File: config.mk
export PLATFORM = sky130hd
export DESIGN_NAME = io_terminal_emu_flat
export DESIGN_NICKNAME = d
export VERILOG_FILES = /design/src/rtl/io_terminal_if.sv /design/src/rtl/io_terminal_emu.sv /design/src/flat_wrapper.sv
export SDC_FILE = /design/constraint.sdc
export NUM_CORES = 1
export LEC_CHECK = 0
export ABC_AREA = 1
export BUFFER_PORTS_ARGS = -buffer_cell sky130_fd_sc_hd__buf_2
export CORE_UTILIZATION = 25
export DETAILED_ROUTE_END_ITERATION = 8
export PLACE_DENSITY_LB_ADDON = 0.25
export SYNTH_ARGS = -nofsm -noshare
export SYNTH_HDL_FRONTEND = slang
export SYNTH_SLANG_ARGS = --single-unit
File: constraint.sdc
create_clock -name io_clock -period 5.7 [get_ports io_clock]
set_clock_uncertainty 0.2 [all_clocks]
set_input_delay 0.57 -clock io_clock [delete_from_list [all_inputs] [get_ports io_clock]]
set_output_delay 0.57 -clock io_clock [all_outputs]
set_load 0.03 [all_outputs]
File: src/rtl/io_terminal_if.sv
`default_nettype none
// ----------------------------------------------------------------------------
// io_terminal_if : host-side and core-side signal bundle for io_terminal_emu (rev 1.0)
// ----------------------------------------------------------------------------
interface io_terminal_if #(
  parameter int DATA_W = 8
);
  logic              host_in_valid;
  logic [DATA_W-1:0] host_in_data;
  logic              host_in_ready;
  logic              host_out_valid;
  logic [DATA_W-1:0] host_out_data;
  logic              host_out_ready;
  logic              cpu_fgi;
  logic              cpu_fgo;
  logic [DATA_W-1:0] cpu_outr;
  logic              io_fgiset;
  logic              io_fgoset;
  logic [DATA_W-1:0] io_inpr;
  logic              start_done;
  logic              overrun;

  modport slave (
    input  host_in_valid, host_in_data, host_out_ready, cpu_fgi, cpu_fgo, cpu_outr,
    output host_in_ready, host_out_valid, host_out_data, io_fgiset, io_fgoset, io_inpr,
           start_done, overrun
  );

  modport master (
    output host_in_valid, host_in_data, host_out_ready, cpu_fgi, cpu_fgo, cpu_outr,
    input  host_in_ready, host_out_valid, host_out_data, io_fgiset, io_fgoset, io_inpr,
           start_done, overrun
  );
endinterface
`default_nettype wire

File: src/rtl/io_terminal_emu.sv
`default_nettype none
// ----------------------------------------------------------------------------
// io_terminal_emu : queued, handshaked character I/O for the Mano core (rev 1.0)
// ----------------------------------------------------------------------------
module io_terminal_emu #(
  parameter int DATA_W    = 8,
  parameter int IN_DEPTH  = 16,
  parameter int OUT_DEPTH = 16,
  parameter int START_DLY = 10,
  parameter int TX_GAP    = 4,
  parameter int OUT_LAT   = 3
) (
  input wire           io_clock,
  input wire           io_reset_n,
  io_terminal_if.slave bus
);
  localparam int IN_AW  = $clog2(IN_DEPTH);
  localparam int OUT_AW = $clog2(OUT_DEPTH);
  localparam int SW     = $clog2(START_DLY + 1);
  localparam int GW     = $clog2(TX_GAP + 2);
  localparam int LW     = $clog2(OUT_LAT + 1);

  localparam logic [IN_AW:0]  IN_FULL    = (IN_AW + 1)'(IN_DEPTH);
  localparam logic [OUT_AW:0] OUT_FULL   = (OUT_AW + 1)'(OUT_DEPTH);
  localparam logic [SW-1:0]   START_LAST = SW'(START_DLY - 1);
  localparam logic [GW-1:0]   GAP_LAST   = GW'(TX_GAP - 1);
  localparam logic [LW-1:0]   LAT_LAST   = LW'(OUT_LAT - 1);

  localparam logic [2:0] IN_IDLE    = 3'd0;
  localparam logic [2:0] IN_LOAD    = 3'd1;
  localparam logic [2:0] IN_SET     = 3'd2;
  localparam logic [2:0] IN_WAIT_HI = 3'd3;
  localparam logic [2:0] IN_WAIT_LO = 3'd4;
  localparam logic [2:0] IN_GAP     = 3'd5;

  localparam logic [1:0] OUT_READY  = 2'd0;
  localparam logic [1:0] OUT_ARMED  = 2'd1;
  localparam logic [1:0] OUT_BUSY   = 2'd2;

  logic [SW-1:0]     start_cnt_q, start_cnt_d;
  logic              start_done_q, start_done_d;
  logic [DATA_W-1:0] in_mem_q [IN_DEPTH];
  logic [IN_AW-1:0]  in_wr_q, in_wr_d, in_rd_q, in_rd_d;
  logic [IN_AW:0]    in_cnt_q, in_cnt_d;
  logic              in_rdy_q, in_rdy_d;
  logic [2:0]        in_state_q, in_state_d;
  logic [GW-1:0]     gap_cnt_q, gap_cnt_d;
  logic [DATA_W-1:0] inpr_q, inpr_d;
  logic [DATA_W-1:0] out_mem_q [OUT_DEPTH];
  logic [OUT_AW-1:0] out_wr_q, out_wr_d, out_rd_q, out_rd_d;
  logic [OUT_AW:0]   out_cnt_q, out_cnt_d;
  logic [1:0]        out_state_q, out_state_d;
  logic [LW-1:0]     lat_cnt_q, lat_cnt_d;
  logic              fgo_prev_q, fgo_prev_d;
  logic              fgoset_q, fgoset_d;
  logic              overrun_q, overrun_d;
  logic              in_push, in_pop, out_pop, out_cap, out_wr;

  always_comb begin
    start_cnt_d  = start_cnt_q;
    start_done_d = start_done_q;
    if (!start_done_q) begin
      if (start_cnt_q == START_LAST) start_done_d = 1'b1;
      else                           start_cnt_d  = start_cnt_q + SW'(1);
    end

    in_push    = bus.host_in_valid & in_rdy_q;
    in_pop     = (in_state_q == IN_LOAD);
    in_state_d = in_state_q;
    gap_cnt_d  = gap_cnt_q;
    inpr_d     = inpr_q;
    case (in_state_q)
      IN_IDLE:    if (start_done_q && in_cnt_q != '0 && !bus.cpu_fgi) in_state_d = IN_LOAD;
      IN_LOAD: begin
        inpr_d     = in_mem_q[in_rd_q];
        in_state_d = IN_SET;
      end
      IN_SET:     in_state_d = IN_WAIT_HI;
      IN_WAIT_HI: if (bus.cpu_fgi) in_state_d = IN_WAIT_LO;
      IN_WAIT_LO: if (!bus.cpu_fgi) begin
        gap_cnt_d  = '0;
        in_state_d = (TX_GAP == 0) ? IN_IDLE : IN_GAP;
      end
      IN_GAP: begin
        if (gap_cnt_q == GAP_LAST) in_state_d = IN_IDLE;
        else                       gap_cnt_d  = gap_cnt_q + GW'(1);
      end
      default:    in_state_d = IN_IDLE;
    endcase
    in_wr_d  = in_push ? in_wr_q + IN_AW'(1) : in_wr_q;
    in_rd_d  = in_pop  ? in_rd_q + IN_AW'(1) : in_rd_q;
    in_cnt_d = in_cnt_q + (IN_AW + 1)'(in_push) - (IN_AW + 1)'(in_pop);
    in_rdy_d = (in_cnt_d < IN_FULL);

    // fgo_prev_q always follows the core flag; only ARMED acts on its falling edge.
    fgo_prev_d  = bus.cpu_fgo;
    out_pop     = (out_cnt_q != '0) & bus.host_out_ready;
    out_cap     = 1'b0;
    fgoset_d    = 1'b0;
    overrun_d   = overrun_q;
    out_state_d = out_state_q;
    lat_cnt_d   = lat_cnt_q;
    case (out_state_q)
      OUT_READY: if (start_done_q) begin
        fgoset_d    = 1'b1;
        out_state_d = OUT_ARMED;
      end
      OUT_ARMED: if (fgo_prev_q && !bus.cpu_fgo) begin
        out_cap     = 1'b1;
        lat_cnt_d   = '0;
        out_state_d = OUT_BUSY;
      end
      OUT_BUSY: begin
        // Expiry issues the READY pulse itself so fgoset lands exactly OUT_LAT after capture.
        if (lat_cnt_q == LAT_LAST) begin
          fgoset_d    = 1'b1;
          out_state_d = OUT_ARMED;
        end else begin
          lat_cnt_d = lat_cnt_q + LW'(1);
        end
      end
      default:   out_state_d = OUT_READY;
    endcase
    out_wr = out_cap & ((out_cnt_q != OUT_FULL) | out_pop);
    if (out_cap && !out_wr) overrun_d = 1'b1;
    out_wr_d  = out_wr  ? out_wr_q + OUT_AW'(1) : out_wr_q;
    out_rd_d  = out_pop ? out_rd_q + OUT_AW'(1) : out_rd_q;
    out_cnt_d = out_cnt_q + (OUT_AW + 1)'(out_wr) - (OUT_AW + 1)'(out_pop);
  end

  always_ff @(posedge io_clock) begin
    if (in_push) in_mem_q[in_wr_q]   <= bus.host_in_data;
    if (out_wr)  out_mem_q[out_wr_q] <= bus.cpu_outr;
  end

  always_ff @(posedge io_clock or negedge io_reset_n) begin
    if (!io_reset_n) begin
      start_cnt_q  <= '0;
      start_done_q <= 1'b0;
      in_wr_q      <= '0;
      in_rd_q      <= '0;
      in_cnt_q     <= '0;
      in_rdy_q     <= 1'b0;
      in_state_q   <= IN_IDLE;
      gap_cnt_q    <= '0;
      inpr_q       <= '0;
      out_wr_q     <= '0;
      out_rd_q     <= '0;
      out_cnt_q    <= '0;
      out_state_q  <= OUT_READY;
      lat_cnt_q    <= '0;
      fgo_prev_q   <= 1'b0;
      fgoset_q     <= 1'b0;
      overrun_q    <= 1'b0;
    end else begin
      start_cnt_q  <= start_cnt_d;
      start_done_q <= start_done_d;
      in_wr_q      <= in_wr_d;
      in_rd_q      <= in_rd_d;
      in_cnt_q     <= in_cnt_d;
      in_rdy_q     <= in_rdy_d;
      in_state_q   <= in_state_d;
      gap_cnt_q    <= gap_cnt_d;
      inpr_q       <= inpr_d;
      out_wr_q     <= out_wr_d;
      out_rd_q     <= out_rd_d;
      out_cnt_q    <= out_cnt_d;
      out_state_q  <= out_state_d;
      lat_cnt_q    <= lat_cnt_d;
      fgo_prev_q   <= fgo_prev_d;
      fgoset_q     <= fgoset_d;
      overrun_q    <= overrun_d;
    end
  end

  assign bus.host_in_ready  = in_rdy_q;
  assign bus.host_out_valid = (out_cnt_q != '0);
  assign bus.host_out_data  = (out_cnt_q != '0) ? out_mem_q[out_rd_q] : '0;
  assign bus.io_fgiset      = (in_state_q == IN_SET);
  assign bus.io_fgoset      = fgoset_q;
  assign bus.io_inpr        = inpr_q;
  assign bus.start_done     = start_done_q;
  assign bus.overrun        = overrun_q;
endmodule
`default_nettype wire

File: src/flat_wrapper.sv
// flat-port wrapper written by rule: the top's interface ports become plain ports
module io_terminal_emu_flat 
#(
  parameter int DATA_W    = 8,
  parameter int IN_DEPTH  = 16,
  parameter int OUT_DEPTH = 16,
  parameter int START_DLY = 10,
  parameter int TX_GAP    = 4,
  parameter int OUT_LAT   = 3
)
  (io_clock, io_reset_n, bus_host_in_valid, bus_host_in_data, bus_host_out_ready, bus_cpu_fgi, bus_cpu_fgo, bus_cpu_outr, bus_host_in_ready, bus_host_out_valid, bus_host_out_data, bus_io_fgiset, bus_io_fgoset, bus_io_inpr, bus_start_done, bus_overrun);
  io_terminal_if #(.DATA_W(DATA_W)) bus_i ();
  input wire io_clock;
  input wire io_reset_n;
  input wire logic [$bits(bus_i.host_in_valid)-1:0] bus_host_in_valid;
  input wire logic [$bits(bus_i.host_in_data)-1:0] bus_host_in_data;
  input wire logic [$bits(bus_i.host_out_ready)-1:0] bus_host_out_ready;
  input wire logic [$bits(bus_i.cpu_fgi)-1:0] bus_cpu_fgi;
  input wire logic [$bits(bus_i.cpu_fgo)-1:0] bus_cpu_fgo;
  input wire logic [$bits(bus_i.cpu_outr)-1:0] bus_cpu_outr;
  output wire logic [$bits(bus_i.host_in_ready)-1:0] bus_host_in_ready;
  output wire logic [$bits(bus_i.host_out_valid)-1:0] bus_host_out_valid;
  output wire logic [$bits(bus_i.host_out_data)-1:0] bus_host_out_data;
  output wire logic [$bits(bus_i.io_fgiset)-1:0] bus_io_fgiset;
  output wire logic [$bits(bus_i.io_fgoset)-1:0] bus_io_fgoset;
  output wire logic [$bits(bus_i.io_inpr)-1:0] bus_io_inpr;
  output wire logic [$bits(bus_i.start_done)-1:0] bus_start_done;
  output wire logic [$bits(bus_i.overrun)-1:0] bus_overrun;
  assign bus_i.host_in_valid = bus_host_in_valid;
  assign bus_i.host_in_data = bus_host_in_data;
  assign bus_i.host_out_ready = bus_host_out_ready;
  assign bus_i.cpu_fgi = bus_cpu_fgi;
  assign bus_i.cpu_fgo = bus_cpu_fgo;
  assign bus_i.cpu_outr = bus_cpu_outr;
  assign bus_host_in_ready = bus_i.host_in_ready;
  assign bus_host_out_valid = bus_i.host_out_valid;
  assign bus_host_out_data = bus_i.host_out_data;
  assign bus_io_fgiset = bus_i.io_fgiset;
  assign bus_io_fgoset = bus_i.io_fgoset;
  assign bus_io_inpr = bus_i.io_inpr;
  assign bus_start_done = bus_i.start_done;
  assign bus_overrun = bus_i.overrun;
  io_terminal_emu #(.DATA_W(DATA_W), .IN_DEPTH(IN_DEPTH), .OUT_DEPTH(OUT_DEPTH), .START_DLY(START_DLY), .TX_GAP(TX_GAP), .OUT_LAT(OUT_LAT)) u_core (.io_clock(io_clock), .io_reset_n(io_reset_n), .bus(bus_i));
endmodule
After elaboration in Yosys (flattened, before gate mapping)
Memory sizes are Yosys's and may differ from the RTL's. A register that Yosys moved wholly into a read port is not among the register bits.
Index checks and enable logic that the tools add are counted.
- register bits after elaboration: 45
- bits in writable memories: 256
- output and inout bits: 22
- word-level logic and storage cells: 102
- memories kept: 2
- add/sub/neg operators: 11
- order comparisons: 1
- equality and inequality tests: 20
- muxes and demuxes: 27
- bitwise logic cells: 6
- reduce and logical (&&, ||, !) cells: 19
- memory list (name ; words ; width ; rd ports ; clocked after memory_dff ; wr ports ; RTL line ; source):
    u_core.in_mem_q ; 16 ; 8 ; 1 ; 1 ; 1 ; io_terminal_emu.sv:42 ; logic [DATA_W-1:0] in_mem_q [IN_DEPTH];
    u_core.out_mem_q ; 16 ; 8 ; 1 ; 0 ; 1 ; io_terminal_emu.sv:49 ; logic [DATA_W-1:0] out_mem_q [OUT_DEPTH];
- operators with widths (kind ; count):
    $add A4 B1 Y4 const B ; 5
    $mux W3 ; 6
    $pmux W3 S6 ; 1
    $add A5 B1 Y5 ; 2
    $mux W1 ; 10
    $mux W2 ; 5
    $ne A2 B1 Y1 const B ; 5
    $reduce_bool A5 Y1 ; 2
    $sub A5 B1 Y5 ; 2
    $eq A3 B2 Y1 const B ; 3
    $reduce_and A3 Y1 ; 3
    $mux W8 ; 1
    $ne A2 B2 Y1 const B ; 4
    $eq A3 B3 Y1 const B ; 2
    $pmux W2 S3 ; 1
    $pmux W3 S2 ; 1
    $lt A5 B5 Y1 const B ; 1
    $ne A5 B5 Y1 const B ; 1
    $eq A2 B2 Y1 const B ; 2
    $eq A4 B4 Y1 const B ; 1
    $logic_and A1 B1 Y1 ; 4
    $logic_not A1 Y1 ; 4
    $pmux W2 S2 ; 1
    $reduce_and A4 Y1 ; 1
    other kinds (12) ; 16

Logic depth before layout (Yosys ltp)
Gate-level depths: netlist of run 1.
- depth in word-level cells: 7
- depth in mapped cells: 15
- mapped depth without buffers: 15

Worst setup path after synthesis of run 1
Ideal clock, no wire load.
- kind: register -> register
- start point: register u_core.out_cnt_q[3]
- end point: register u_core.out_cnt_q[4]
- arrival time: 2598 ps
- required time: 5421 ps
- slack: 2823 ps
- stages on the path, launching flop included: 16
- clock period less this slack: 2877 ps
- cell sequence: dfrtp_1 > inv_1 > ha_1 > nand2_1 > nor2_1 > nand2_1 > nand2_1 > inv_1 > ha_1 > inv_1 > ha_1 > fa_1 > a21oi_1 > nor2_1 > nor2_1 > xor2_1
- cells in the longest elaborated chain, start to end: 6
- elaborated cells on any way between the ends: 7
- ends and longest elaborated chain (what ; RTL line ; source):
    start: declaration ; io_terminal_emu.sv:51 ; logic [OUT_AW:0] out_cnt_q, out_cnt_d;
    start signal: assignment ; io_terminal_emu.sv:167 ; out_cnt_q <= out_cnt_d;
    $reduce_bool A5 Y1 (*) ; n/a ;
    named net bus_host_out_valid ; flat_wrapper.sv:22 ; output wire logic [$bits(bus_i.host_out_valid)-1:0] bus_host_out_valid;
    $and A1 B1 Y1 (*) ; io_terminal_emu.sv:97 ; out_pop = (out_cnt_q != '0) & bus.host_out_ready;
    named net u_core.out_pop ; io_terminal_emu.sv:57 ; logic in_push, in_pop, out_pop, out_cap, out_wr;
    $or A1 B1 Y1 ; io_terminal_emu.sv:124 ; out_wr = out_cap & ((out_cnt_q != OUT_FULL) | out_pop);
    $and A1 B1 Y1 ; io_terminal_emu.sv:124 ;
    $add A5 B1 Y5 ; io_terminal_emu.sv:128 ; out_cnt_d = out_cnt_q + (OUT_AW + 1)'(out_wr) - (OUT_AW + 1)'(out_pop);
    $sub A5 B1 Y5 (*) ; io_terminal_emu.sv:128 ;
    named net u_core.out_cnt_d[4] ; io_terminal_emu.sv:51 ;
Mark *: on every way through the listed nets, which the timed path passes. The rest lies on a longest branch.
A chain may end at the register's enable or synchronous reset.

Final worst setup path of run 1
- start point: register u_core.out_rd_q[2]
- end point: output bus_host_out_data[5]
- cells in the longest elaborated chain, start to end: 2
- ends and longest elaborated chain (what ; RTL line ; source):
    start: declaration ; io_terminal_emu.sv:50 ; logic [OUT_AW-1:0] out_wr_q, out_wr_d, out_rd_q, out_rd_d;
    start signal: assignment ; io_terminal_emu.sv:166 ; out_rd_q <= out_rd_d;
    $mem_v2 Z16 W8 ; n/a ;
    $mux W8 ; io_terminal_emu.sv:178 ; assign bus.host_out_data = (out_cnt_q != '0) ? out_mem_q[out_rd_q] : '0;
    end: declaration ; flat_wrapper.sv:23 ; output wire logic [$bits(bus_i.host_out_data)-1:0] bus_host_out_data;
Every way passes these cells.

==> results of run 1 <==
critical path: stages (launching register included):
cell      delay [ps]
dfrtp_1          840
clkinv_1         740
nand3_1          270
nand2_1          130
nand2_1           90
a21oi_1           90
buf_2            200
registers in the layout (all words and copies together) (netlist names), 2 cells and up:
register,flops
u_core.in_state_q,3
u_core.in_mem_q,128
u_core.out_state_q,2
u_core.out_mem_q,128
u_core.out_rd_q,4
u_core.gap_cnt_q,3
u_core.in_wr_q,4
u_core.out_cnt_q,5
u_core.start_cnt_q,4
u_core.lat_cnt_q,2
u_core.in_cnt_q,5
u_core.bus.io_inpr,8
u_core.in_rd_q,4
u_core.out_wr_q,4
cell usage after synthesis (all sizes together), types with 2 or more instances:
master and n:
nor3 16, a21oi 15, buf 46, fa 2, inv 57, xnor2 5, dfrtp 53, ha 31
o21ai 17, nand4 6, nor2 30, nand3 202, nand2 406, edfxtp 256, clkinv 5, xor2 16
clkbuf 6
routing by layer:
layer | share of wire [%] | up-vias | routed length, um
li1 | - | 4102 | -
met1 | 48 | 4025 | 15180
met2 | 45 | 199 | 14290
met3 | 4.6 | 49 | 1461
met4 | 2.0 | 0 | 642
met5 | 0 | - | 0
where the power goes:
group	internal, mW	total (mW)	switching [mW]
combinational	0.789	2.66	1.87
clock	1.23	2.13	0.897
sequential	2.69	2.92	0.229
how the worst max path moves through the flow:
stage / start / cells after the start / endpoint
floorplan: u_core.out_cnt_q[3] / 15 / u_core.out_cnt_q[4]
global placement: u_core.out_rd_q[2] / 6 / bus_host_out_data[4]
detailed placement: u_core.out_rd_q[2] / 6 / bus_host_out_data[4]
CTS: u_core.out_rd_q[2] / 6 / bus_host_out_data[4]
global route: u_core.out_rd_q[2] / 6 / bus_host_out_data[4]
finish: u_core.out_rd_q[2] / 6 / bus_host_out_data[5]
cell families (layout without fill, tap and decap cells):
group                      after synthesis  in the layout  synth area share [%]
and+or+nand+nor                        662            662                 21.28
adders and majority gates               33             33                 3.262
xor gates and xnor gates                21             21                 1.402
buffers and inverters                  114            188                 3.921
DFF                                    309            309                 68.72
AOI/OAI and AO/OA                       35             35                 1.412
stage by stage:
stage,util (%),std cells
2_1_floorplan,-,1174
3_3_place_gp,27.23,1865
3_5_place_dp,27.23,1865
4_1_cts,29.33,1928
5_1_grt,29.33,1928
6_report,29.33,1928
final cells by class:
class	count	area, um^2	share of cell area (%)
clock buffers	44	950.9	6.283
clock inverters	18	121.4	0.8018
inverters	62	232.7	1.538
multi-input cells	751	3588	23.71
flip-flops and latches	309	9016	59.57
well taps	680	850.8	5.621
repair buffers	64	375.4	2.480
==> results.toml, run 1 <==
[grt]
met2_usage_pct = 18.92
grt_busiest_layer = "met2"
grt_use_met1_pct = 16.44
grt_pass1_vias = 8309
grt_use_total_pct = 11.84
globalRouteOverflowTotal = 0
grt_max_degree = 67
grt_antenna_before_repair = 0
met3_usage_pct = 2.005
grt_pass1_wl_um = 48700

[route]
drt_wl_total_um = 31570
postRouteAntennaNets = 0
viasPerCell = 4.344
drt_iter0_drc = 579
wire_per_inst_um = 16.38
vias = 8375
drt_first_pass_iters = 7
drc = 0

[outcome]
violations = "negative hold slack"
outcome = "finished, violations left"

[placed_design]
port_buffers = 43
placed_area_um2 = 14050
hpwl_um = 18920
dpl_worst_slack_ps = 2522
place.gp.congestion = 0.7717

[synth]
synth_nets = 1229
synth_area_um2 = 13120
syn_inst = 1174
ys_seq_elements = 309
synth.distinct_cells = 27
synth_flop_cell = "edfxtp_1"
synth_area_leader_cell = "edfxtp_1"
synth_edf_count = 256
avgSynthCellArea_um2 = 11.17
synth.area.top_cells = "edfxtp_1, nand2_1, dfrtp_1"
ys_async_sr_fraction_pct = 17.15
synth-seq-area-share_pct = 68.72
ys_warn_count = 0
synth_top_area_share_pct = 58.61

[worst_setup_path]
critical_path_class = "flop to output port"
r2r_slack_ps = 2630
r2r_start = "u_core.out_state_q[1]"
crit_path_max_fanout = 18
r2r-end = "u_core.out_mem_q[11][2]"
ff2ff_path_depth = 7
cp.arrival_ps = 2890
critPathRequiredTime_ps = 4930
endpoint_kind = "output port"
crit_path_start_kind = "flop"

[clocking]
clk_latency_ps = 520
cts_root_buf = "clkbuf_16"
cts.sinks = 309
cts_setup_buffers = 0
clkTransAtPathRegs_ps = 50
clockBufferDepth = 3
cts_tree = "done"
htreeDepth = 2
cts_resized = 0
cts-buffers-inserted = 35
cts-hold-fix-buffers = 1

[timing]
worst_pin_slew_ps = 1200
period_needed_ps = 3657
rsz0062_at_grt = "no"
slew-limit-headroom_pct = 20.01
report.final.slew_viol_count = 0
hold_violations = 2
whs_ps = -5.563
timing.fmax_ghz = 0.2735
fin_crit_sh_pct = 64.16
post-route-worst-setup-slack_ps = 2043
setup_viol = 0
setup_tns_ps = 0

[final_layout]
n_fill_cell = 5299
num_antenna_cells = 0
drive_gt1_share_pct = 9.375
finalInstanceArea_um2 = 15140
final_nets = 1278
final_common_cell = "nand2_1"
final_cell_mix = "nand2_1, edfxtp_1, nand3_1"
syn_to_final_growth_pct = 15.40

[hold_path]
worst_hold_path_type = "input pin to asynchronous set/reset pin"

[job]
maxCapViolCount = 0

[floorplanning]
die_w_um = 231.1
die_h_um = 231.1
num_rows = 83
die-area_um2 = 53390
io_pins = 44
initial_utilization_pct = 25.41
core-area_um2 = 51610

[power_and_ir_drop]
power_density_nw_per_um2 = 509.0
power_mw = 7.705
vdd_drop_max_uv = 252.2
total_leakage_power_nw = 5.848
Note: power is estimated with default switching activity, not from simulation.
==> run 2, diff against run 1 <==
- clock period: 5.7 -> 3.6 ns (I/O delays scaled with it)
==> run 2 against run 1 <==
  * The run now ends clean
  * Non-clock buffer count grew 12
  * Critical endpoint is now bus_host_out_data[0]
  * Largest power group unchanged
  * Sequential power grew 54%
  * Worst setup slack lost 1600 ps
  * Cell count grew 0.73%
  * First-iteration DRC count shrank 1.9%
  * Clock power grew 69%
  * Highest routed layer unchanged
  * Global-route usage is essentially flat
  * Count of clock-buffer cells in the layout grew 1
  * Critical path depth grew 2
  * Die area is the same
==> results.toml, run 2 (same netlist as run 1, synthesis figures left out) <==
[hold_path]
worst_hold_path_type = "input pin to flop"
hold_depth = 1
hp-start = "bus_host_in_data[5]"
min_to = "u_core.in_mem_q[5][5]"

[worst_setup_path]
crit_path_max_fanout = 66
r2r_start = "u_core.out_cnt_q[2]"
ff2ff_path_depth = 15
cp.arrival_ps = 2590
critical_path_class = "flop to output port"
r2r_slack_ps = 700
crit_path_start_kind = "flop"
critPathRequiredTime_ps = 3040
endpoint_kind = "output port"
r2r-end = "u_core.out_cnt_q[4]"

[floorplanning]
core-area_um2 = 51610
die_w_um = 231.1
die_h_um = 231.1
io_pins = 44
die-area_um2 = 53390
num_rows = 83
initial_utilization_pct = 25.41

[grt]
globalRouteOverflowTotal = 0
grt_pass1_vias = 8231
grt_pass1_wl_um = 48590
grt_antenna_before_repair = 0
grt_max_degree = 68
grt_use_total_pct = 11.83

[clocking]
cts.sinks = 309
cts-buffers-inserted = 35
clkTransAtPathRegs_ps = 60
cts_tree = "done"
htreeDepth = 2
clk_latency_ps = 520
cts_resized = 0
cts_root_buf = "clkbuf_16"
clockBufferDepth = 3

[power_and_ir_drop]
total_leakage_power_nw = 5.952
p_clk_share_pct = 28.7
vdd_drop_max_uv = 359.9
power_frac_comb_pct = 35.4
power_frac_seq_pct = 36.0
power_density_nw_per_um2 = 816.4
power_mw = 12.52
p_sw_mw = 4.803
power.internal_mw = 7.716
switching_share_pct = 38.36

[final_layout]
final_common_cell = "nand2_1"
drive_gt1_share_pct = 10.38
n_fill_cell = 5266
final_nets = 1290
num_antenna_cells = 0
final_cell_mix = "nand2_1, edfxtp_1, nand3_1"
syn_to_final_growth_pct = 16.91
final_cells = 1942

[route]
drt_wl_total_um = 31480
postRouteAntennaNets = 0
wl_met1_um = 15350
wl_met2_um = 14100
vias = 8400
wire_per_inst_um = 16.21
drt_iter0_drc = 568
dr.max_layer_used = "met4"
dr_wl_met3_um = 1374
drc = 0
drt_first_pass_iters = 5
viasPerCell = 4.325

[placed_design]
dpl.cell_count = 1873
place.gp.congestion = 0.7574
port_buffers = 43
hpwl_um = 19040

[timing]
slew-limit-headroom_pct = 39.68
period_needed_ps = 3149
report.final.slew_viol_count = 0
worst_pin_slew_ps = 904.8
hold_violations = 0
setup_tns_ps = 0
fin_crit_sh_pct = 87.46
timing.fmax_ghz = 0.3176
setup_viol = 0
rsz0062_at_grt = "no"

[job]
maxCapViolCount = 0

[outcome]
outcome = "complete, no violations"
[run 2: cell count changes in the layout (fill, tap and decap cells not counted), sizes merged]
cell	previous run	this run
buf	63	71
bufinv	1	3
clkbuf	44	45
clkinv	20	19
dlygate4sd3	1	5
[run 2: cell type report]
type	count	area (um^2)	share of cell area, %
Inverter	62	232.7	1.518
Clock buffer	45	974.7	6.356
Multi-Input combinational cell	751	3588	23.40
Sequential cell	309	9016	58.80
Timing Repair Buffer	76	488.0	3.182
Tap cell	680	850.8	5.548
Clock inverter	19	183.9	1.199
[run 2: routing by layer]
| metal | up-vias | global-route usage [%] |
|---|---|---|
| met2 | 167 | 18.42 |
| li1 | 4128 | - |
| met5 | - | 0 |
| met4 | 0 | 3.208 |
| met3 | 58 | 2.202 |
| met1 | 4047 | 16.77 |
[run 2: how the worst max path moves through the flow]
stage                        startpoint  slack [ps]  cells after the start                    to
floorplan           u_core.out_cnt_q[3]         720                     15   u_core.out_cnt_q[4]
global placement    u_core.out_cnt_q[3]         740                     15   u_core.out_cnt_q[4]
detailed placement  u_core.out_cnt_q[2]         690                     15   u_core.out_cnt_q[4]
CTS                  u_core.out_rd_q[1]         440                      8  bus_host_out_data[1]
global route         u_core.out_rd_q[0]         270                      8  bus_host_out_data[0]
finish               u_core.out_rd_q[0]         450                      8  bus_host_out_data[0]
[run 2: worst max-delay path, cell delays in order (launching register included)]
cell and delay (ps):
dfrtp_2 360, buf_4 590, nand2_1 120, nand3_1 120
nand3_1 170, nand2_1 110, nand2_1 50, a21oi_1 230
buf_2 240
[run 2: repair_timing]
item,in CTS,in global routing
endpoints found under the hold margin,42,0
hold buffers,5,0
buffers inserted,0,0
[run 2: power groups by stage]
stage / registers [mW] / clock network (mW) / logic (mW)
final: 4.50 / 3.59 / 4.43
after global routing: 4.55 / 3.81 / 4.99
after CTS: 4.50 / 3.68 / 4.50
after detailed placement: 4.57 / 0 / 4.48
after global placement: 4.56 / 0 / 4.43
after floorplan: 4.60 / 0 / 3.09
[run 2: per-stage QoR]
step / instance area, um^2 / hold slack (ps) / utilization [%] / setup WS, ps
floorplan: 13120 / -135.6 / - / 722.9
global placement: 14130 / 263.7 / 27.37 / 736.5
detailed placement: 14130 / 265.2 / 27.37 / 694.6
CTS: 15330 / 45.39 / 29.71 / 443.1
global route: 15330 / 59.76 / 29.71 / 267.6
finish: 15330 / 61.61 / 29.71 / 451.3
==> run 3, diff against run 2 <==
- CELL_PAD_IN_SITES_DETAIL_PLACEMENT: not set -> 1
- CELL_PAD_IN_SITES_GLOBAL_PLACEMENT: not set -> 1
==> run 3 against run 2 <==
  * Register-to-register slack got worse by 40 ps
  * Worst setup slack better by 75 ps
  * Wire length grew 13%
  * Non-clock buffer count up 4
  * Count of clock-buffer cells in the layout rose by 9
  * Combinational power increased by 2%
  * Worst hold slack got worse by 29 ps
  * Fmax grew 2.4%
  * Sequential power increased by 0.9%
  * Cell count is 0.51% higher
  * Critical endpoint is now bus_host_out_data[5]
  * Highest routed layer unchanged
==> results.toml, run 3 (same netlist as run 1, synthesis figures left out) <==
[grt]
grt_antenna_before_repair = 0
grt_use_total_pct = 13.66
grt_max_degree = 68
grt_pass1_vias = 9201
grt_pass1_wl_um = 55090
globalRouteOverflowTotal = 0

[placed_design]
placed_area_um2 = 14170
hpwl_um = 21810
place.gp.congestion = 0.7316
port_buffers = 43
dpl.cell_count = 1877
dpl_worst_slack_ps = 627.2

[timing]
fin_crit_sh_pct = 85.39
period_needed_ps = 3074
whs_ps = 32.83
rsz0062_at_grt = "no"
setup_tns_ps = 0
setup_viol = 0
worst_pin_slew_ps = 911.2
slew-limit-headroom_pct = 39.03
post-route-worst-setup-slack_ps = 526.1
report.final.slew_viol_count = 0
hold_violations = 0
timing.fmax_ghz = 0.3253

[worst_setup_path]
endpoint_kind = "output port"
crit_path_max_fanout = 66
critPathRequiredTime_ps = 3040
r2r_start = "u_core.out_cnt_q[2]"
crit_path_start_kind = "flop"
cp.arrival_ps = 2510
crit_start = "u_core.out_rd_q[0]"
critical_path_class = "flop to output port"

[route]
drt_iter0_drc = 503
drt_first_pass_iters = 4
vias = 8547
postRouteAntennaNets = 0
dr.max_layer_used = "met4"
wire_per_inst_um = 18.15
viasPerCell = 4.379
dr_wl_met3_um = 1177
drt_wl_total_um = 35440
wl_met1_um = 16680
wl_met2_um = 16740
drc = 0

[final_layout]
fin_util_pct = 30.08
final_nets = 1297
final_common_cell = "nand2_1"
n_fill_cell = 5715
final_cell_mix = "nand2_1, edfxtp_1, nand3_1"
drive_gt1_share_pct = 10.77
final_cells = 1952
finalInstanceArea_um2 = 15520
syn_to_final_growth_pct = 18.35
num_antenna_cells = 0

[power_and_ir_drop]
power_density_nw_per_um2 = 838.9
p_clk_share_pct = 30.6
p_sw_mw = 4.963
power_mw = 13.02
power_frac_comb_pct = 34.6
power_frac_seq_pct = 34.9
power.internal_mw = 8.060
switching_share_pct = 38.11
total_leakage_power_nw = 6.038
vdd_drop_max_uv = 517.7

[clocking]
cts.sinks = 309
cts_resized = 0
cts_root_buf = "clkbuf_16"
clkTransAtPathRegs_ps = 60
clk_latency_ps = 550
htreeDepth = 2
cts_tree = "done"
clockBufferDepth = 3
cts_setup_buffers = 0
cts-buffers-inserted = 38
cts-hold-fix-buffers = 5

[floorplanning]
die_w_um = 231.1
die-area_um2 = 53390
io_pins = 44
die_h_um = 231.1
core-area_um2 = 51610
num_rows = 83
initial_utilization_pct = 25.41

[hold_path]
hp-start = "bus_cpu_outr[0]"
worst_hold_path_type = "input pin to flop"

[job]
maxCapViolCount = 0

[outcome]
outcome = "complete, no violations"
==> run 3: cell types whose count changed in the layout (fill, tap and decap cells not counted), sizes merged <==
cell / delta
buf: +4
bufinv: +2
clkinv: -5
clkbuf: +9
==> run 3: final timing paths <==
| check | endpoint | slack, ps | cells past startpoint |
|---|---|---|---|
| max | bus_host_out_data[5] | 530 | 8 |
| min | u_core.out_mem_q[2][0] | 30 | 1 |
| max reg2reg | u_core.out_cnt_q[4] | 660 | 13 |
| min reg2reg | u_core.bus.io_inpr[2] | 290 | 2 |
| max in group asynchronous | u_core.in_wr_q[3] | 2090 | 3 |
| min in group asynchronous | u_core.out_wr_q[2] | 260 | 2 |
==> run 3: area by class of cell <==
type | instances | area (um^2) | share of cell area (%)
sequential | 309 | 9016 | 58.08
tap | 680 | 850.8 | 5.481
timing repair buffer | 80 | 530.5 | 3.417
clock inverter | 16 | 232.7 | 1.499
clock buffer | 54 | 1072 | 6.907
multi-input combinational | 751 | 3588 | 23.12
inverter | 62 | 232.7 | 1.499
==> run 3: worst max-delay path, cell delays in order, from the launching register on <==
cell	delay [ps]
dfrtp_2	360
buf_4	590
nand2_1	120
nand3_1	130
nand3_1	120
nand2_1	110
nand2_1	50
a21oi_1	200
buf_2	240
==> run 3: power groups by stage <==
| stage | Sequential (mW) | Combinational (mW) | Clock [mW] |
|---|---|---|---|
| 4_1_cts | 4.55 | 4.66 | 4.08 |
| 3_5_place_dp | 4.62 | 4.63 | 0 |
| 6_report | 4.54 | 4.50 | 3.98 |
| 3_3_place_gp | 4.61 | 4.54 | 0 |
| 5_1_grt | 4.59 | 5.15 | 4.21 |
| 2_1_floorplan | 4.60 | 3.09 | 0 |
==> run 3: layer usage <==
layer / vias up / track usage (%)
met1: 4257 / 18.30
met3: 50 / 2.436
met2: 92 / 22.28
met5: - / 0
li1: 4148 / -
met4: 0 / 4.408
